===== src/rtl/dmem_arbiter_pkg.sv =====
// ============================================================================
//  Module      : dmem_arbiter_pkg
//  Description : Shared encodings for the data-memory arbiter.
//  Revision    : 1.0 - initial release
// ============================================================================
`default_nettype none

package dmem_arbiter_pkg;

    // Owner of the read issued in a given cycle; the tag rides one cycle
    // behind the memory request so returning data reaches the right master.
    localparam logic [1:0] OWN_IDLE = 2'd0;
    localparam logic [1:0] OWN_PIPE = 2'd1;
    localparam logic [1:0] OWN_AUX  = 2'd2;

    localparam int DEF_MAX_WAIT = 4;
    localparam int DEF_CNT_W    = 4;

endpackage : dmem_arbiter_pkg

`default_nettype wire


===== src/rtl/dmem_arbiter.sv =====
// ============================================================================
//  Module      : dmem_arbiter
//  Description : Shares one synchronous data-memory port between the MEM
//                stage (fixed priority) and an auxiliary master, with a
//                starvation counter and a one-deep read-return tag.
//  Revision    : 1.0 - initial release
// ============================================================================
`default_nettype none

module dmem_arbiter
    import dmem_arbiter_pkg::*;
#(
    parameter int MAX_WAIT = DEF_MAX_WAIT,
    parameter int CNT_W    = DEF_CNT_W
) (
    input  logic        i_clk,
    input  logic        i_rst_n,

    input  logic [31:0] i_pipe_addr,
    input  logic [31:0] i_pipe_wdata,
    input  logic [3:0]  i_pipe_mask,
    input  logic        i_pipe_ren,
    input  logic        i_pipe_wen,
    output logic        o_pipe_stall,
    output logic [31:0] o_pipe_rdata,

    input  logic        i_aux_vld,
    input  logic [31:0] i_aux_addr,
    input  logic [31:0] i_aux_wdata,
    input  logic [3:0]  i_aux_mask,
    input  logic        i_aux_we,
    output logic        o_aux_rdy,
    output logic        o_aux_rvld,
    output logic [31:0] o_aux_rdata,

    output logic [31:0] o_mem_addr,
    output logic [31:0] o_mem_wdata,
    output logic [3:0]  o_mem_mask,
    output logic        o_mem_ren,
    output logic        o_mem_wen,
    input  logic [31:0] i_mem_rdata
);

    localparam logic [CNT_W-1:0] C_MAX_WAIT = CNT_W'(MAX_WAIT);

    logic             w_pipe_req;
    logic             w_cnt_sat;
    logic             w_gnt_aux;
    logic [CNT_W-1:0] w_cnt_d;
    logic [CNT_W-1:0] r_cnt_q;
    logic [1:0]       w_rd_owner_d;
    logic [1:0]       r_rd_owner_q;

    assign w_pipe_req = i_pipe_ren | i_pipe_wen;
    assign w_cnt_sat  = (r_cnt_q == C_MAX_WAIT);
    // Aux wins when the pipeline is idle or has starved it for MAX_WAIT cycles.
    assign w_gnt_aux  = i_aux_vld && (!w_pipe_req || w_cnt_sat);

    assign o_aux_rdy    = w_gnt_aux;
    assign o_pipe_stall = w_pipe_req && w_gnt_aux;

    always_comb begin
        o_mem_addr  = i_pipe_addr;
        o_mem_wdata = i_pipe_wdata;
        o_mem_mask  = i_pipe_mask;
        o_mem_ren   = i_pipe_ren;
        o_mem_wen   = i_pipe_wen;
        if (w_gnt_aux) begin
            o_mem_addr  = i_aux_addr;
            o_mem_wdata = i_aux_wdata;
            o_mem_mask  = i_aux_mask;
            o_mem_ren   = !i_aux_we;
            o_mem_wen   = i_aux_we;
        end
    end

    always_comb begin
        w_cnt_d = r_cnt_q;
        if (!i_aux_vld || w_gnt_aux) begin
            w_cnt_d = '0;
        end else if (!w_cnt_sat) begin
            w_cnt_d = r_cnt_q + 1'b1;
        end
    end

    always_comb begin
        w_rd_owner_d = OWN_IDLE;
        if (w_gnt_aux) begin
            if (!i_aux_we) begin
                w_rd_owner_d = OWN_AUX;
            end
        end else if (i_pipe_ren) begin
            w_rd_owner_d = OWN_PIPE;
        end
    end

    always_ff @(posedge i_clk or negedge i_rst_n) begin
        if (!i_rst_n) begin
            r_cnt_q      <= '0;
            r_rd_owner_q <= OWN_IDLE;
        end else begin
            r_cnt_q      <= w_cnt_d;
            r_rd_owner_q <= w_rd_owner_d;
        end
    end

    // Memory data is broadcast; only the aux side needs a qualifier.
    assign o_aux_rvld   = (r_rd_owner_q == OWN_AUX);
    assign o_aux_rdata  = i_mem_rdata;
    assign o_pipe_rdata = i_mem_rdata;

endmodule : dmem_arbiter

`default_nettype wire


===== config.mk =====
export PLATFORM = sky130hd
export DESIGN_NAME = dmem_arbiter
export DESIGN_NICKNAME = d
export VERILOG_FILES = /design/src/rtl/dmem_arbiter_pkg.sv /design/src/rtl/dmem_arbiter.sv
export SDC_FILE = /design/constraint.sdc
export NUM_CORES = 1
export LEC_CHECK = 0
export ABC_CLOCK_PERIOD_IN_PS = 2000
export BUFFER_PORTS_ARGS = -buffer_cell sky130_fd_sc_hd__buf_2
export CAP_MARGIN = 20
export CORE_AREA = 4 4 120 122
export CTS_BUF_LIST = sky130_fd_sc_hd__clkbuf_2 sky130_fd_sc_hd__clkbuf_4 sky130_fd_sc_hd__clkbuf_8
export CTS_CLUSTER_SIZE = 10
export DETAILED_ROUTE_END_ITERATION = 6
export DIE_AREA = 0 0 124 126
export HOLD_SLACK_MARGIN = 0.15
export SYNTH_ARGS = -nofsm -noshare
export SYNTH_HDL_FRONTEND = slang
export SYNTH_SLANG_ARGS = --single-unit

===== constraint.sdc =====
create_clock -name i_clk -period 2 [get_ports i_clk]
set_clock_uncertainty 0.15 [all_clocks]
set_input_delay 0.3 -clock i_clk [delete_from_list [all_inputs] [get_ports i_clk]]
set_output_delay 0.3 -clock i_clk [all_outputs]
set_load 0.02 [all_outputs]

==> metrics.md <==
| Metric | Value |
|---|---|
| Synth top cells by count | 66 x buf_4, 63 x mux2_2, 6 x dfrtp_1, 6 x mux2_1, 6 x nor2_1 |
| Slew of the pin with the lowest slew margin | approximately 0.36 ns |
| Max Cap Violations | 0 |
| Cell taking the most area after synthesis | mux2_2 |
| Row cnt | between 40 and 50 |
| Hold_sp | i_aux_vld |
| Latest clock arrival within the worst-skew pair | roughly 0.22 ns |
| Post-synthesis cell type count | 20 |
| Vias in the first global route | 1956 |
| Final Max Slew Viols | 0 |
| Largest net degree at the start of global routing | 21 |
| Seq pwr share | 10.9% |
| Hold Crit Class | primary input to flip-flop |
| Period minus WS final | 2.49 ns |
| Starting Density | around an eighth |
| Met3 Wirelength | 1220 um |
| Final nets | 521 |
| Gate Count Post-Synth | 170 |
| DR vias | 1908 |
| Critical Path Start | r_cnt_q[0] |
| Met2 wire length | 4970 um |
| Clock group share of total power | 15.9% |
| Yosys warning total | 0 |
| CTS buffer count | 3 |
| Critical path arrival | 2.04 ns |
| RSZ-0062 raised after global routing | yes |
| Die area | 15600 um^2 |
| Share of cells above drive strength 1 | between 90 and 100% |
| DRT antenna net count | 0 |
| Worst relative slew slack | 75.7% |
| Total GRT Usage | under 10% |
| DRT iter0 DRCs | 47 |
| Clock Pin Slew Worst Setup and Hold Paths | 0.04 ns |
| Chip height | between 100 and 150 um |
| Main synth FF type | dfrtp_1 |
| CP Max Fanout | 10 |
| Top sig layer | met4 |
| Switching power | 0.434 mW |
| Port Buf Inserts | 214 |
| Post-DR wirelength/cell | 18.8 um |
| Cell Pwr Density | around 350 nW/um^2 |
| Post-Syn Area | 1640 um^2 |
| Root Driver | clkbuf_8 |
| Synth area leaders | mux2_2 43%, buf_4 30%, dfrtp_1 9.2%, mux2_1 4.1%, buf_6 3.4% |
| Final worst slack | -0.493 ns |
| #FFs+latches synth | 6 |
| M1 WL | between 3000 and 4000 um |
| Top Ports | 311 |
| Crit start category | flip-flop |
| Status | finished, violations left |
| Int Pwr | 0.753 mW |
| GP Congestion | between 0.7 and 0.8 |
| Avg Cell Area, Syn | 9.62 um^2 |
| WL final | 9770 um |
| CORE AREA | 13200 um^2 |
| LEAKAGE | 1.95 nW |
| Area Growth Syn to Fin | 110% |
| First-pass DRT Iterations | 4 |
| Htree depth | 1 |
| Vias/cell | roughly 3.7 |
| EDFF count, synth | 0 |
| Post-Syn Nets | 346 |
| Failing checks | negative setup slack |
| Sw Share | 36.6% |
| Final Setup Violations | 72 |
| Fin. Hold Viols | 0 |
| Diode count | 0 |
| Post-DP Area | 2500 um^2 |
| Post-route cell area | 3440 um^2 |
| CTS tree | done |
| CP Data Required Time | 1.55 ns |
| Overall Power | 1.19 mW |
| Post-DP HPWL | 6800 um |
| Comb pwr share | 73.1% |
| Top-area cell type share of the netlist area | a little over two fifths |
| Final period utilization | 125% |
| Clk sinks | 6 |
| Crit. End Element | output pin |
| Worst vdd ir | 105 uV |
| Clk buf depth | 2 |
| Setup CP Type | flip-flop to output pin |
| Initial antenna violation count | 0 |
| First-pass GRT wire length | 10800 um |
| Ys async rst share | 100% |
| GRT Residual Overflow | 0 |
| Fmax | 401 MHz |
| Die X | 124 um |
| Sequential element share of the synthesized area | 9.18% |
| Worst reg2reg path startpoint | r_cnt_q[0] |
| Top-count cell post-synth | buf_4 |
| Remaining routing DRC violations | 0 |
==> power by group through the flow <==
stage / Clock, mW / Combinational [mW] / Sequential, mW
2_1_floorplan: 0 / 0.514 / 0.132
3_5_place_dp: 0 / 0.603 / 0.132
4_1_cts: 0.192 / 0.677 / 0.130
5_1_grt: 0.201 / 0.920 / 0.131
6_report: 0.189 / 0.868 / 0.130
3_3_place_gp: 0 / 0.602 / 0.131
==> kinds of logic (layout without fill, tap and decap cells) <==
group,count (synthesis),after routing,share of synthesized area (%)
buf+inv,75,248,34.7
xor+xnor,2,2,1.07
flops,6,6,9.18
simple gates,12,12,3.67
compound gates,3,3,1.76
fa+ha+maj,2,2,1.53
mux,70,70,48.1
==> layer usage <==
layer / track usage, % / vias up
met5: 0 / -
met1: 9.56 / 862
met4: 2.00 / 0
met3: 2.78 / 19
li1: - / 867
met2: 17.2 / 160
==> placed cells by master, fill, tap and decap left out <==
| cell type | n |
|---|---|
| a21oi_1 | 1 |
| and3_1 | 1 |
| and3b_2 | 1 |
| buf_12 | 2 |
| buf_16 | 3 |
| buf_2 | 152 |
| buf_4 | 9 |
| buf_6 | 67 |
| buf_8 | 2 |
| clkbuf_16 | 4 |
| clkbuf_8 | 3 |
| dfrtp_1 | 6 |
| dlygate4sd3_1 | 2 |
| ha_1 | 1 |
| ha_4 | 1 |
| inv_1 | 2 |
| inv_2 | 2 |
| mux2_2 | 13 |
| mux2_4 | 56 |
| mux2i_2 | 1 |
| nand2_1 | 1 |
| nand3_1 | 1 |
| nand3b_1 | 1 |
| nor2_1 | 5 |
| nor2_4 | 1 |
| nor2b_1 | 1 |
| o21a_1 | 1 |
| o21ai_4 | 1 |
| xnor2_1 | 1 |
| xor2_1 | 1 |
==> worst max-delay path, stage by stage (launching register included) <==
cell,delay (ns)
dfrtp_1,0.33
inv_1,0.07
ha_4,0.16
and3b_2,0.22
o21ai_4,0.22
buf_6,0.17
buf_16,0.15
mux2_2,0.34
buf_2,0.16
==> repair_timing <==
| action | CTS | global route |
|---|---|---|
| hold buffers | 2 | 0 |
| hold endpoints to repair | 7 | 0 |
| endpoints found under the setup margin | 72 | 72 |
| cloned | 3 | 6 |
| pin swaps | 1 | 2 |
| buffers inserted | 6 | 3 |
| gates resized for setup | 38 | 145 |
==> final timing paths <==
kind,endpoint,slack (ns),depth (start not counted)
worst max-delay path,o_mem_mask[1],-0.49,8
worst min-delay path,r_rd_owner_q[0],0.16,2
worst max register to register,r_rd_owner_q[1],0.26,8
worst min register to register,r_cnt_q[0],0.37,2
max in group asynchronous,r_cnt_q[2],1.26,2
min in group asynchronous,r_rd_owner_q[1],0.29,2
==> flip-flops by register name, indices dropped and copies added, names as in the netlist <==
name	cells
r_cnt_q	4
r_rd_owner_q	2
==> stage by stage <==
stage / setup slack [ns] / hold slack (ns) / TNS, ns / std cells / utilization (%)
after CTS: -0.478 / 0.156 / -30.99 / 510 / 21.2
after detailed placement: -0.287 / -0.0102 / -17.11 / 496 / 19.0
final: -0.493 / 0.159 / -32.34 / 519 / 26.0
after global routing: -0.613 / 0.164 / -40.35 / 519 / 26.0
after floorplan: -0.133 / -0.146 / -8.35 / 170 / -
after global placement: -0.284 / -0.0143 / -16.27 / 496 / 19.0
==> area by class of cell <==
type	instances	area, um^2
multi-input cells	89	1150
clock buffers	3	41.3
inverters	4	15.0
well taps	176	220
repair buffers	241	1860
fillers	1431	9750
flip-flops and latches	6	150
No activity file was read; power rests on OpenSTA's default activity.
